<file path="config.mk">
export PLATFORM = sky130hd
export DESIGN_NAME = game_fsm_flat
export DESIGN_NICKNAME = d
export VERILOG_FILES = /design/src/rtl/game_pkg.sv /design/src/rtl/control_if.sv /design/src/rtl/game_fsm_result_timer.sv /design/src/rtl/game_fsm.sv /design/src/flat_wrapper.sv
export SDC_FILE = /design/constraint.sdc
export NUM_CORES = 1
export LEC_CHECK = 0
export CAP_MARGIN = 20
export CORE_ASPECT_RATIO = 0.8
export CORE_MARGIN = 8
export CORE_UTILIZATION = 45
export CTS_BUF_LIST = sky130_fd_sc_hd__clkbuf_16
export DETAILED_ROUTE_END_ITERATION = 8
export PLACE_DENSITY = 0.77
export SYNTH_ARGS = -nofsm -noshare
export SYNTH_HDL_FRONTEND = slang
export SYNTH_SLANG_ARGS = --single-unit
</file>
<file path="constraint.sdc">
create_clock -name clk -period 5.6 [get_ports clk]
set_input_delay 0.84 -clock clk [delete_from_list [all_inputs] [get_ports clk]]
set_output_delay 0.84 -clock clk [all_outputs]
set_load 0.02 [all_outputs]
</file>
<file path="src/rtl/game_pkg.sv">
// Shared types and constants for the penalty-shootout game controller.
package game_pkg;

  // Game phases; the encoding is what appears on game_state.
  typedef enum logic [2:0] {
    START   = 3'd0,
    KEEPER  = 3'd1,
    SHOOTER = 3'd2,
    WINNER  = 3'd3,
    LOOSER  = 3'd4
  } g_state;

  typedef enum logic {
    SOLO  = 1'b0,
    MULTI = 1'b1
  } g_mode;

  localparam int DEFAULT_ROUNDS        = 5;
  localparam int DEFAULT_RESULT_FRAMES = 180;

  // Ceiling of every 4-bit tally shown to the player.
  localparam logic [3:0] CNT_MAX = 4'd15;

  // Conditional increment that sticks at CNT_MAX instead of wrapping.
  function automatic logic [3:0] sat_inc(input logic [3:0] value, input logic inc);
    if (inc && (value != CNT_MAX)) begin
      return value + 4'd1;
    end
    return value;
  endfunction

endpackage

</file>
<file path="src/rtl/control_if.sv">
// Bundle of game status fields consumed by the display/sound logic.
interface control_if;
  logic [2:0] game_state;
  logic       game_mode;
  logic [3:0] score;
  logic [3:0] round_counter;
  logic       is_scored;

  modport out (
    output game_state,
    output game_mode,
    output score,
    output round_counter,
    output is_scored
  );

  modport in (
    input game_state,
    input game_mode,
    input score,
    input round_counter,
    input is_scored
  );
endinterface

</file>
<file path="src/rtl/game_fsm_result_timer.sv">
// Counts video frames while a result screen is shown; done flags the
// tick that completes the hold period so the FSM can leave on that edge.
module result_timer #(
  parameter int FRAMES = 180
) (
  input  logic clk,
  input  logic rst,
  input  logic clear,
  input  logic tick,
  output logic done
);

  localparam int              W    = $clog2(FRAMES + 1);
  localparam logic [W-1:0]    LAST = W'(FRAMES - 1);
  localparam logic [W-1:0]    FULL = W'(FRAMES);

  logic [W-1:0] r_count;

  // Frame counter: cleared while idle, saturates at the hold length.
  always_ff @(posedge clk) begin
    if (rst || clear) begin
      r_count <= '0;
    end else if (tick && (r_count < FULL)) begin
      r_count <= r_count + 1'b1;
    end
  end

  assign done = tick && (r_count >= LAST);

endmodule

</file>
<file path="src/rtl/game_fsm.sv">
// Penalty-shootout game controller: alternates player and opponent kicks,
// keeps the tallies, picks the winner and holds the result screen.
module game_fsm
  import game_pkg::*;
#(
  parameter int ROUNDS        = DEFAULT_ROUNDS,
  parameter int RESULT_FRAMES = DEFAULT_RESULT_FRAMES
) (
  input  logic       clk,
  input  logic       rst,
  input  logic       start_btn,
  input  logic       mode_sel,
  input  logic       shot_done,
  input  logic       goal,
  input  logic       frame_tick,
  control_if.out     out_control
);

  localparam logic [2:0] ST_START   = START;
  localparam logic [2:0] ST_KEEPER  = KEEPER;
  localparam logic [2:0] ST_SHOOTER = SHOOTER;
  localparam logic [2:0] ST_WINNER  = WINNER;
  localparam logic [2:0] ST_LOOSER  = LOOSER;

  logic [2:0] r_state;
  logic       r_mode;
  logic [3:0] r_score;
  logic [3:0] r_opp;
  logic [3:0] r_rc;
  logic       r_scored;

  logic [2:0] w_state_next;
  logic       w_mode_next;
  logic [3:0] w_score_next;
  logic [3:0] w_opp_next;
  logic [3:0] w_rc_next;
  logic       w_scored_next;

  logic [3:0] w_rc_inc;
  logic [3:0] w_opp_inc;
  logic       w_in_result;
  logic       w_timer_done;

  assign w_rc_inc    = sat_inc(r_rc, 1'b1);
  assign w_opp_inc   = sat_inc(r_opp, goal);
  assign w_in_result = (r_state == ST_WINNER) || (r_state == ST_LOOSER);

  // Held in clear outside the result screens, so it starts from zero on entry.
  result_timer #(
    .FRAMES (RESULT_FRAMES)
  ) u_result_timer (
    .clk   (clk),
    .rst   (rst),
    .clear (!w_in_result),
    .tick  (frame_tick),
    .done  (w_timer_done)
  );

  // Next-state and next-tally decode for one input cycle.
  always_comb begin
    w_state_next  = r_state;
    w_mode_next   = r_mode;
    w_score_next  = r_score;
    w_opp_next    = r_opp;
    w_rc_next     = r_rc;
    w_scored_next = r_scored;

    case (r_state)
      ST_START: begin
        // start_btn wins over a stray shot_done in the same cycle.
        if (start_btn) begin
          w_state_next  = ST_SHOOTER;
          w_mode_next   = mode_sel;
          w_score_next  = 4'd0;
          w_opp_next    = 4'd0;
          w_rc_next     = 4'd0;
          w_scored_next = 1'b0;
        end
      end

      ST_SHOOTER: begin
        if (shot_done) begin
          w_scored_next = goal;
          w_score_next  = sat_inc(r_score, goal);
          w_state_next  = ST_KEEPER;
        end
      end

      ST_KEEPER: begin
        if (shot_done) begin
          w_scored_next = goal;
          w_opp_next    = w_opp_inc;
          w_rc_next     = w_rc_inc;
          if (int'(w_rc_inc) < ROUNDS) begin
            w_state_next = ST_SHOOTER;
          end else if (r_score > w_opp_inc) begin
            w_state_next = ST_WINNER;
          end else if (r_score < w_opp_inc) begin
            w_state_next = ST_LOOSER;
          end else if (w_rc_inc == CNT_MAX) begin
            // Round tally can go no higher, so sudden death ends here.
            w_state_next = ST_LOOSER;
          end else begin
            w_state_next = ST_SHOOTER;
          end
        end
      end

      ST_WINNER, ST_LOOSER: begin
        // Tallies and mode stay untouched so the display keeps showing them.
        if (start_btn || w_timer_done) begin
          w_state_next = ST_START;
        end
      end

      default: begin
        w_state_next = ST_START;
      end
    endcase
  end

  // Status registers; reset aborts any game straight back to START.
  always_ff @(posedge clk) begin
    if (rst) begin
      r_state  <= ST_START;
      r_mode   <= MULTI;
      r_score  <= 4'd0;
      r_opp    <= 4'd0;
      r_rc     <= 4'd0;
      r_scored <= 1'b0;
    end else begin
      r_state  <= w_state_next;
      r_mode   <= w_mode_next;
      r_score  <= w_score_next;
      r_opp    <= w_opp_next;
      r_rc     <= w_rc_next;
      r_scored <= w_scored_next;
    end
  end

  assign out_control.game_state    = r_state;
  assign out_control.game_mode     = r_mode;
  assign out_control.score         = r_score;
  assign out_control.round_counter = r_rc;
  assign out_control.is_scored     = r_scored;

endmodule

</file>
<file path="src/flat_wrapper.sv">
// flat-port wrapper written by rule: the top's interface ports become plain ports
module game_fsm_flat import game_pkg::*;
#(
  parameter int ROUNDS        = DEFAULT_ROUNDS,
  parameter int RESULT_FRAMES = DEFAULT_RESULT_FRAMES
)
  (clk, rst, start_btn, mode_sel, shot_done, goal, frame_tick, out_control_game_state, out_control_game_mode, out_control_score, out_control_round_counter, out_control_is_scored);
  control_if out_control_i ();
  input  logic clk;
  input  logic rst;
  input  logic start_btn;
  input  logic mode_sel;
  input  logic shot_done;
  input  logic goal;
  input  logic frame_tick;
  output wire logic [$bits(out_control_i.game_state)-1:0] out_control_game_state;
  output wire logic [$bits(out_control_i.game_mode)-1:0] out_control_game_mode;
  output wire logic [$bits(out_control_i.score)-1:0] out_control_score;
  output wire logic [$bits(out_control_i.round_counter)-1:0] out_control_round_counter;
  output wire logic [$bits(out_control_i.is_scored)-1:0] out_control_is_scored;
  assign out_control_game_state = out_control_i.game_state;
  assign out_control_game_mode = out_control_i.game_mode;
  assign out_control_score = out_control_i.score;
  assign out_control_round_counter = out_control_i.round_counter;
  assign out_control_is_scored = out_control_i.is_scored;
  game_fsm #(.ROUNDS(ROUNDS), .RESULT_FRAMES(RESULT_FRAMES)) u_core (.clk(clk), .rst(rst), .start_btn(start_btn), .mode_sel(mode_sel), .shot_done(shot_done), .goal(goal), .frame_tick(frame_tick), .out_control(out_control_i));
endmodule
</file>
==> metrics.md, run 1 <==
| Metric | Value |
|---|---|
| Status | completed |
| Worst Skew | 1.299 ps |
| EDFF count, synth | 0 |
| Commonest non-fill, non-tap cell in the layout | dfxtp_1 |
| Ant. Diodes | 0 |
| Placed Instances | 239 |
| Die height | 68.86 µm |
| Worst r2r src | u_core.r_opp[0] |
| Vias/cell | 5.889 |
| Total CTS buffers | 3 |
| Async S/R FF share, synth | 0% |
| Met3 Usage GRT | 4.275% |
| Worst min path class | register to register |
| RSZ-0062 raised after global routing | no |
| Syn avg cell area | 8.359 µm² |
| Met1 Resource Use GR | 17.26% |
| Worst r2r dst | u_core.out_control.game_state[2] |
| Initial antenna violation count | 0 |
| Worst setup EP type | register |
| PortBufs | 19 |
| Hold Fails Final Rpt | 0 |
| Final Max Tran Viols | 0 |
| Non-Filler Instances | 243 |
| Wire per inst | 14.48 µm |
| Most frequent cells in the layout | dfxtp_1, nor2_1, clkdlybuf4s50_1, nand2_1 |
| CP Launch Type | input port |
| Minimum clock period | 2782 ps |
| Synth Warn # | 0 |
| Hold Buf Count CTS | 0 |
| Crit. Startpoint | goal |
| Setup-failing EPs final | 0 |
| Sequential share of the synthesized area | 31.85% |
| WHS Path Cells | 2 |
| WL final | 3518 µm |
| Pin slew with the least headroom to its limit | 767.5 ps |
| Gr ovfl total | 0 |
| Crit path kind | input port to register |
| Max-Cap Viols | 0 |
| Register-to-Register Path Depth | 10 |
| Critical-path maximum fanout | 6 |
| Top FF cell, synth | dfxtp_1 |
| Pwr Total | 466.0 µW |
| Count of cell types in the netlist | 53 |
| Post-route DRC violation count | 0 |
| Clk pin slew, worst setup/hold paths | 60 ps |
| Clock root cell | clkbuf_16 |
| Mapped Cells | 188 |
| Initial core utilization | 46.23% |
| H-tree depth | 1 |
| Max IR drop VDD | 0.1549 mV |
| Hold_sp | u_core.u_result_timer.r_count[1] |
| GR peak layer | met2 |
| Largest net degree at the start of global routing | 21 |
| Worst hold endpoint | u_core.u_result_timer.r_count[1] |
| GR Layer Usage met2 | 21.04% |
| Post-DP HPWL | 2451 µm |
| P_leak | 0.0006672 µW |
| Post-CTS Setup Bufs | 0 |
| Drt pass-1 iters | 4 |
| Share of cells above drive strength 1 | 4.975% |
| Skew-Pair Late Insertion Delay | 260 ps |
| Area grow syn2layout | 17.20% |
| Post-CTS resize count | 0 |
| Fin crit share | 49.68% |
| Data arrival, critical path | 2970 ps |
| Slew margin rel. | 48.68% |
| Yosys reg bits | 25 |
| Routed via count | 1431 |
| Clk sink count | 25 |
| Synth Cell Area | 1572 µm² |
| GP Congestion | 0.8156 |
| GR Util All Layers | 13.43% |
| Io pins | 20 |
| Setup TNS | 0 ps |
| TritonCTS clock tree | built |
| Rows | 19 |
| Core Region | 3400 µm² |
| Die footprint | 5651 µm² |
| DRT antenna net count | 0 |
| Worst reg2reg setup slack | 3280 ps |
| DR iter-0 viols | 119 |
| DIE WIDTH | 82.07 µm |
| Maximum clock insertion buffer count | 2 |
| First-pass GRT wire length | 5989 µm |
| Final Util | 54.18% |
| Vias in the first global route | 1304 |
| Final Net Count | 217 |
| Fmax | 359.5 MHz |
| Worst EP required | 5790 ps |
| Pwr Density | 253.0 nW/µm² |
| Mapped Nets | 203 |
==> worst max-delay path: stages <==
cell and delay [ps]:
clkdlybuf4s50_1 590, nand2_1 180, mux2i_1 260, ha_1 290, nor2b_1 130, o211ai_1 200
a22o_1 200, nand4b_1 120, mux2i_1 160
==> how the worst max path moves through the flow <==
stage                                             to  slack (ps)  cells after the start
finish              u_core.out_control.game_state[2]        2820                      9
global route        u_core.out_control.game_state[2]        2680                      9
CTS                 u_core.out_control.game_state[2]        2820                      9
detailed placement  u_core.out_control.game_state[1]        2590                      9
global placement    u_core.out_control.game_state[1]        2650                      9
floorplan           u_core.out_control.game_state[1]        3350                      9
==> through the flow <==
| stage | setup slack (ps) | hold WS [ps] | cell area, µm² |
|---|---|---|---|
| global route | 2681 | 528.3 | 1842 |
| global placement | 2648 | 463.6 | 1763 |
| finish | 2818 | 473.7 | 1842 |
| detailed placement | 2586 | 466.7 | 1763 |
| CTS | 2822 | 475.6 | 1842 |
| floorplan | 3351 | 448.8 | 1572 |
==> registers in the layout, summed over array words and instances (netlist names) <==
name and cells:
u_core.u_result_timer.r_count 8, u_core.out_control.round_counter 4, u_core.out_control.score 4, u_core.r_opp 4, u_core.out_control.game_state 3, u_core.out_control.game_mode 1, u_core.out_control.is_scored 1
==> cells in the mapped netlist (2+ instances only) <==
cell type,n,area (µm²)
buf_2,5,25.02
o211ai_1,2,15.01
and2_1,5,31.28
or3_1,2,12.51
ha_1,8,100.1
o21ai_0,4,20.02
a31oi_1,4,25.02
xnor2_1,3,26.28
nand2b_1,4,25.02
or3b_1,2,17.52
dfxtp_1,25,500.5
mux2i_1,5,50.05
nor2_1,22,82.58
nand2_1,14,52.55
a2bb2oi_1,3,26.28
a21oi_1,10,50.05
nand3_1,10,50.05
inv_1,5,18.77
mux2_2,2,22.52
clkbuf_1,4,15.01
nor3_1,3,15.01
xor2_1,7,61.31
nand4_1,4,25.02
nor2b_1,3,18.77
and3_1,4,25.02
==> metal layers <==
metal,up-vias,share of wire (%)
met4,0,0.88
met2,38,41
met3,4,6.9
met1,677,51
li1,712,-
met5,-,0
==> logic make-up after synthesis <==
family | share of synthesized area [%]
simple gates | 28.34
compound gates | 18.79
flops | 31.85
buf+inv | 4.458
xor+xnor | 5.574
fa+ha+maj | 6.370
mux | 4.618
==> area by class of cell <==
type | count | area, µm²
multi-input combinational | 148 | 1001
sequential | 25 | 500.5
inverter | 5 | 18.77
timing repair buffer | 19 | 190.2
clock buffer | 3 | 75.07
tap | 42 | 52.55
fill | 323 | 1558
clock inverter | 1 | 3.754
==> where the power goes <==
part           internal [µW]  leakage (µW)  switching, µW  total, µW
Sequential               185      0.000202           16.1        201
Combinational           51.0      0.000423           54.6        106
Clock                   95.6     0.0000423           63.8        159
Total                    332      0.000667            134        466
Note: power is estimated with default switching activity, not from simulation.
==> run 2, diff against run 1 <==
==> constraint.sdc (replaced) <==
create_clock -name clk -period 2.6 [get_ports clk]
set_input_delay 0.39 -clock clk [delete_from_list [all_inputs] [get_ports clk]]
set_output_delay 0.39 -clock clk [all_outputs]
set_load 0.02 [all_outputs]
==> metrics.md, run 2 (synthesis gave the netlist of run 1 again) <==
| Metric | Value |
|---|---|
| Worst setup EP type | register |
| Drt pass-1 iters | 4 |
| Post-DP HPWL | 2451 µm |
| Ant. Diodes | 0 |
| Gr ovfl total | 0 |
| Largest reg by FF count | u_core.u_result_timer.r_count |
| GR Util All Layers | 12.48% |
| Worst EP required | 2740 ps |
| Slowest cell on crit path | dfxtp_1 |
| Max IR drop VDD | 0.3580 mV |
| Initial antenna violation count | 0 |
| Pwr Density | 537.0 nW/µm² |
| Clock root cell | clkbuf_16 |
| Flop pwr share | 43.3% |
| Fmax | 446.3 MHz |
| Max FFs per register | 8 |
| Hold_sp | u_core.u_result_timer.r_count[1] |
| Comb power frac | 22.9% |
| Skew-Pair Late Insertion Delay | 260 ps |
| Most frequent cells in the layout | dfxtp_1, nor2_1, clkdlybuf4s50_1, nand2_1 |
| Clock Power Share | 33.9% |
| DRT antenna net count | 0 |
| Core Region | 3400 µm² |
| Max-Cap Viols | 0 |
| Die footprint | 5651 µm² |
| Minimum clock period | 2241 ps |
| Pin slew with the least headroom to its limit | 543.3 ps |
| Critical Path Most Common Cell | ha_1 |
| Vias in the first global route | 1230 |
| RSZ-0062 raised after global routing | no |
| Routed via count | 1395 |
| Fin crit share | 86.18% |
| Worst hold endpoint | u_core.u_result_timer.r_count[1] |
| Maximum clock insertion buffer count | 2 |
| Post-CTS Setup Bufs | 0 |
| Hold Fails Final Rpt | 0 |
| Worst reg2reg setup slack | 360 ps |
| WHS Path Cells | 2 |
| Pint | 718.3 µW |
| Fill cells | 319 |
| Final Util | 54.88% |
| Register-to-Register Path Depth | 10 |
| Worst r2r src | u_core.r_opp[0] |
| Critical-path maximum fanout | 5 |
| Wire per inst | 13.55 µm |
| Worst r2r dst | u_core.out_control.game_state[1] |
| Clk sink count | 25 |
| WL final | 3334 µm |
| Clk pin slew, worst setup/hold paths | 60 ps |
| GP Congestion | 0.7807 |
| Post-route DRC violation count | 0 |
| PortBufs | 19 |
| CP Launch Type | register |
| Area grow syn2layout | 18.71% |
| Largest net degree at the start of global routing | 16 |
| TritonCTS clock tree | built |
| Die height | 68.86 µm |
| Final Max Tran Viols | 0 |
| Commonest non-fill, non-tap cell in the layout | dfxtp_1 |
| Worst path cell trace | ha_1 > nand3_1 > nand2_1 > mux2i_1 > ha_1 > nor2b_1 > o211ai_1 > a22o_1 > a311o_1 > o21ai_1 |
| Buf+Inv Stages, Crit Path | 0 |
| Total CTS buffers | 3 |
| Status | completed |
| Hold Buf Count CTS | 0 |
| Rows | 19 |
| P_leak | 0.0006802 µW |
| Io pins | 20 |
| Setup-failing EPs final | 0 |
| Initial core utilization | 46.23% |
| Share of cells above drive strength 1 | 6.863% |
| Setup TNS | 0 ps |
| Final Net Count | 220 |
| Data arrival, critical path | 2380 ps |
| Sw frac | 28.30% |
| DIE WIDTH | 82.07 µm |
| Switch Pwr | 283.5 µW |
| Post-CTS resize count | 0 |
| Slew margin rel. | 63.73% |
| First-pass GRT wire length | 5547 µm |
| Worst min path class | register to register |
| H-tree depth | 1 |
| Worst path max stage delay | 390 ps |
| Crit path kind | register to register |
| Worst Skew | 2.615 ps |
| Delay-heaviest family, CP | compound AO/OA/AOI/OAI gates |
| Vias/cell | 5.671 |
| DR iter-0 viols | 146 |
==> run 2: cell count changes in the layout (fill, tap and decap cells not counted) <==
| cell | delta |
|---|---|
| buf_4 | +3 |
| inv_1 | -1 |
| clkinv_2 | +1 |
==> run 2: area by class of cell <==
cell class              instances  area, µm²  area share, %
multi-input cells             148       1001          53.66
flip-flops and latches         25      500.5          26.83
repair buffers                 22      212.7          11.40
clock buffers                   3      75.07          4.024
well taps                      42      52.55          2.817
inverters                       5      18.77          1.006
clock inverters                 1      5.005         0.2683
==> run 2: metal layers <==
metal,part of all wire (%),up-vias,track usage [%]
li1,-,717,-
met1,50,644,16.49
met2,41,32,18.88
met3,8.0,2,4.404
met4,0.63,0,3.275
met5,0,-,0
==> run 2: worst max path at each step <==
stage               startpoint                                to  slack, ps  cells past startpoint
3_5_place_dp              goal  u_core.out_control.game_state[1]        180                      9
6_report       u_core.r_opp[0]  u_core.out_control.game_state[1]        360                     10
4_1_cts        u_core.r_opp[0]  u_core.out_control.game_state[1]        350                     10
3_3_place_gp              goal  u_core.out_control.game_state[1]        210                      9
5_1_grt        u_core.r_opp[0]  u_core.out_control.game_state[1]        190                     10
2_1_floorplan  u_core.r_opp[0]  u_core.out_control.game_state[1]        540                     10
==> run 2: metrics by stage <==
step                setup slack, ps  std cells  hold slack, ps  total power (µW)  instance area [µm²]
floorplan                     541.2        188           448.8             602.9                 1572
global placement              212.4        242           464.3             668.5                 1785
detailed placement            183.9        242           464.4             668.7                 1785
CTS                           353.0        246           473.6              1011                 1866
global route                  188.4        246           504.1              1047                 1866
finish                        359.4        246           474.2              1002                 1866
==> run 2: power groups by stage <==
stage / clock network (µW) / registers, µW / logic, µW
floorplan: 0 / 442 / 161
global placement: 0 / 442 / 227
detailed placement: 0 / 441 / 228
CTS: 348 / 433 / 230
global route: 358 / 437 / 252
finish: 339 / 433 / 229
==> run 2: worst register-to-register path, cell delays in order (launching register included) <==
cell and delay [ps]:
dfxtp_1 390, ha_1 200, nand3_1 100, nand2_1 160, mux2i_1 250, ha_1 270, nor2b_1 130, o211ai_1 200
a22o_1 200, a311o_1 160, o21ai_1 60
==> run 3, diff against run 2 <==
--- a/config.mk
+++ b/config.mk
@@ -12,6 +12,7 @@
 export CTS_BUF_LIST = sky130_fd_sc_hd__clkbuf_16
 export DETAILED_ROUTE_END_ITERATION = 8
 export PLACE_DENSITY = 0.77
+export SLEW_MARGIN = 20
 export SYNTH_ARGS = -nofsm -noshare
 export SYNTH_HDL_FRONTEND = slang
 export SYNTH_SLANG_ARGS = --single-unit
==> results of run 3 <==
Final layout, timing and power as in run 2 (identical DEF).
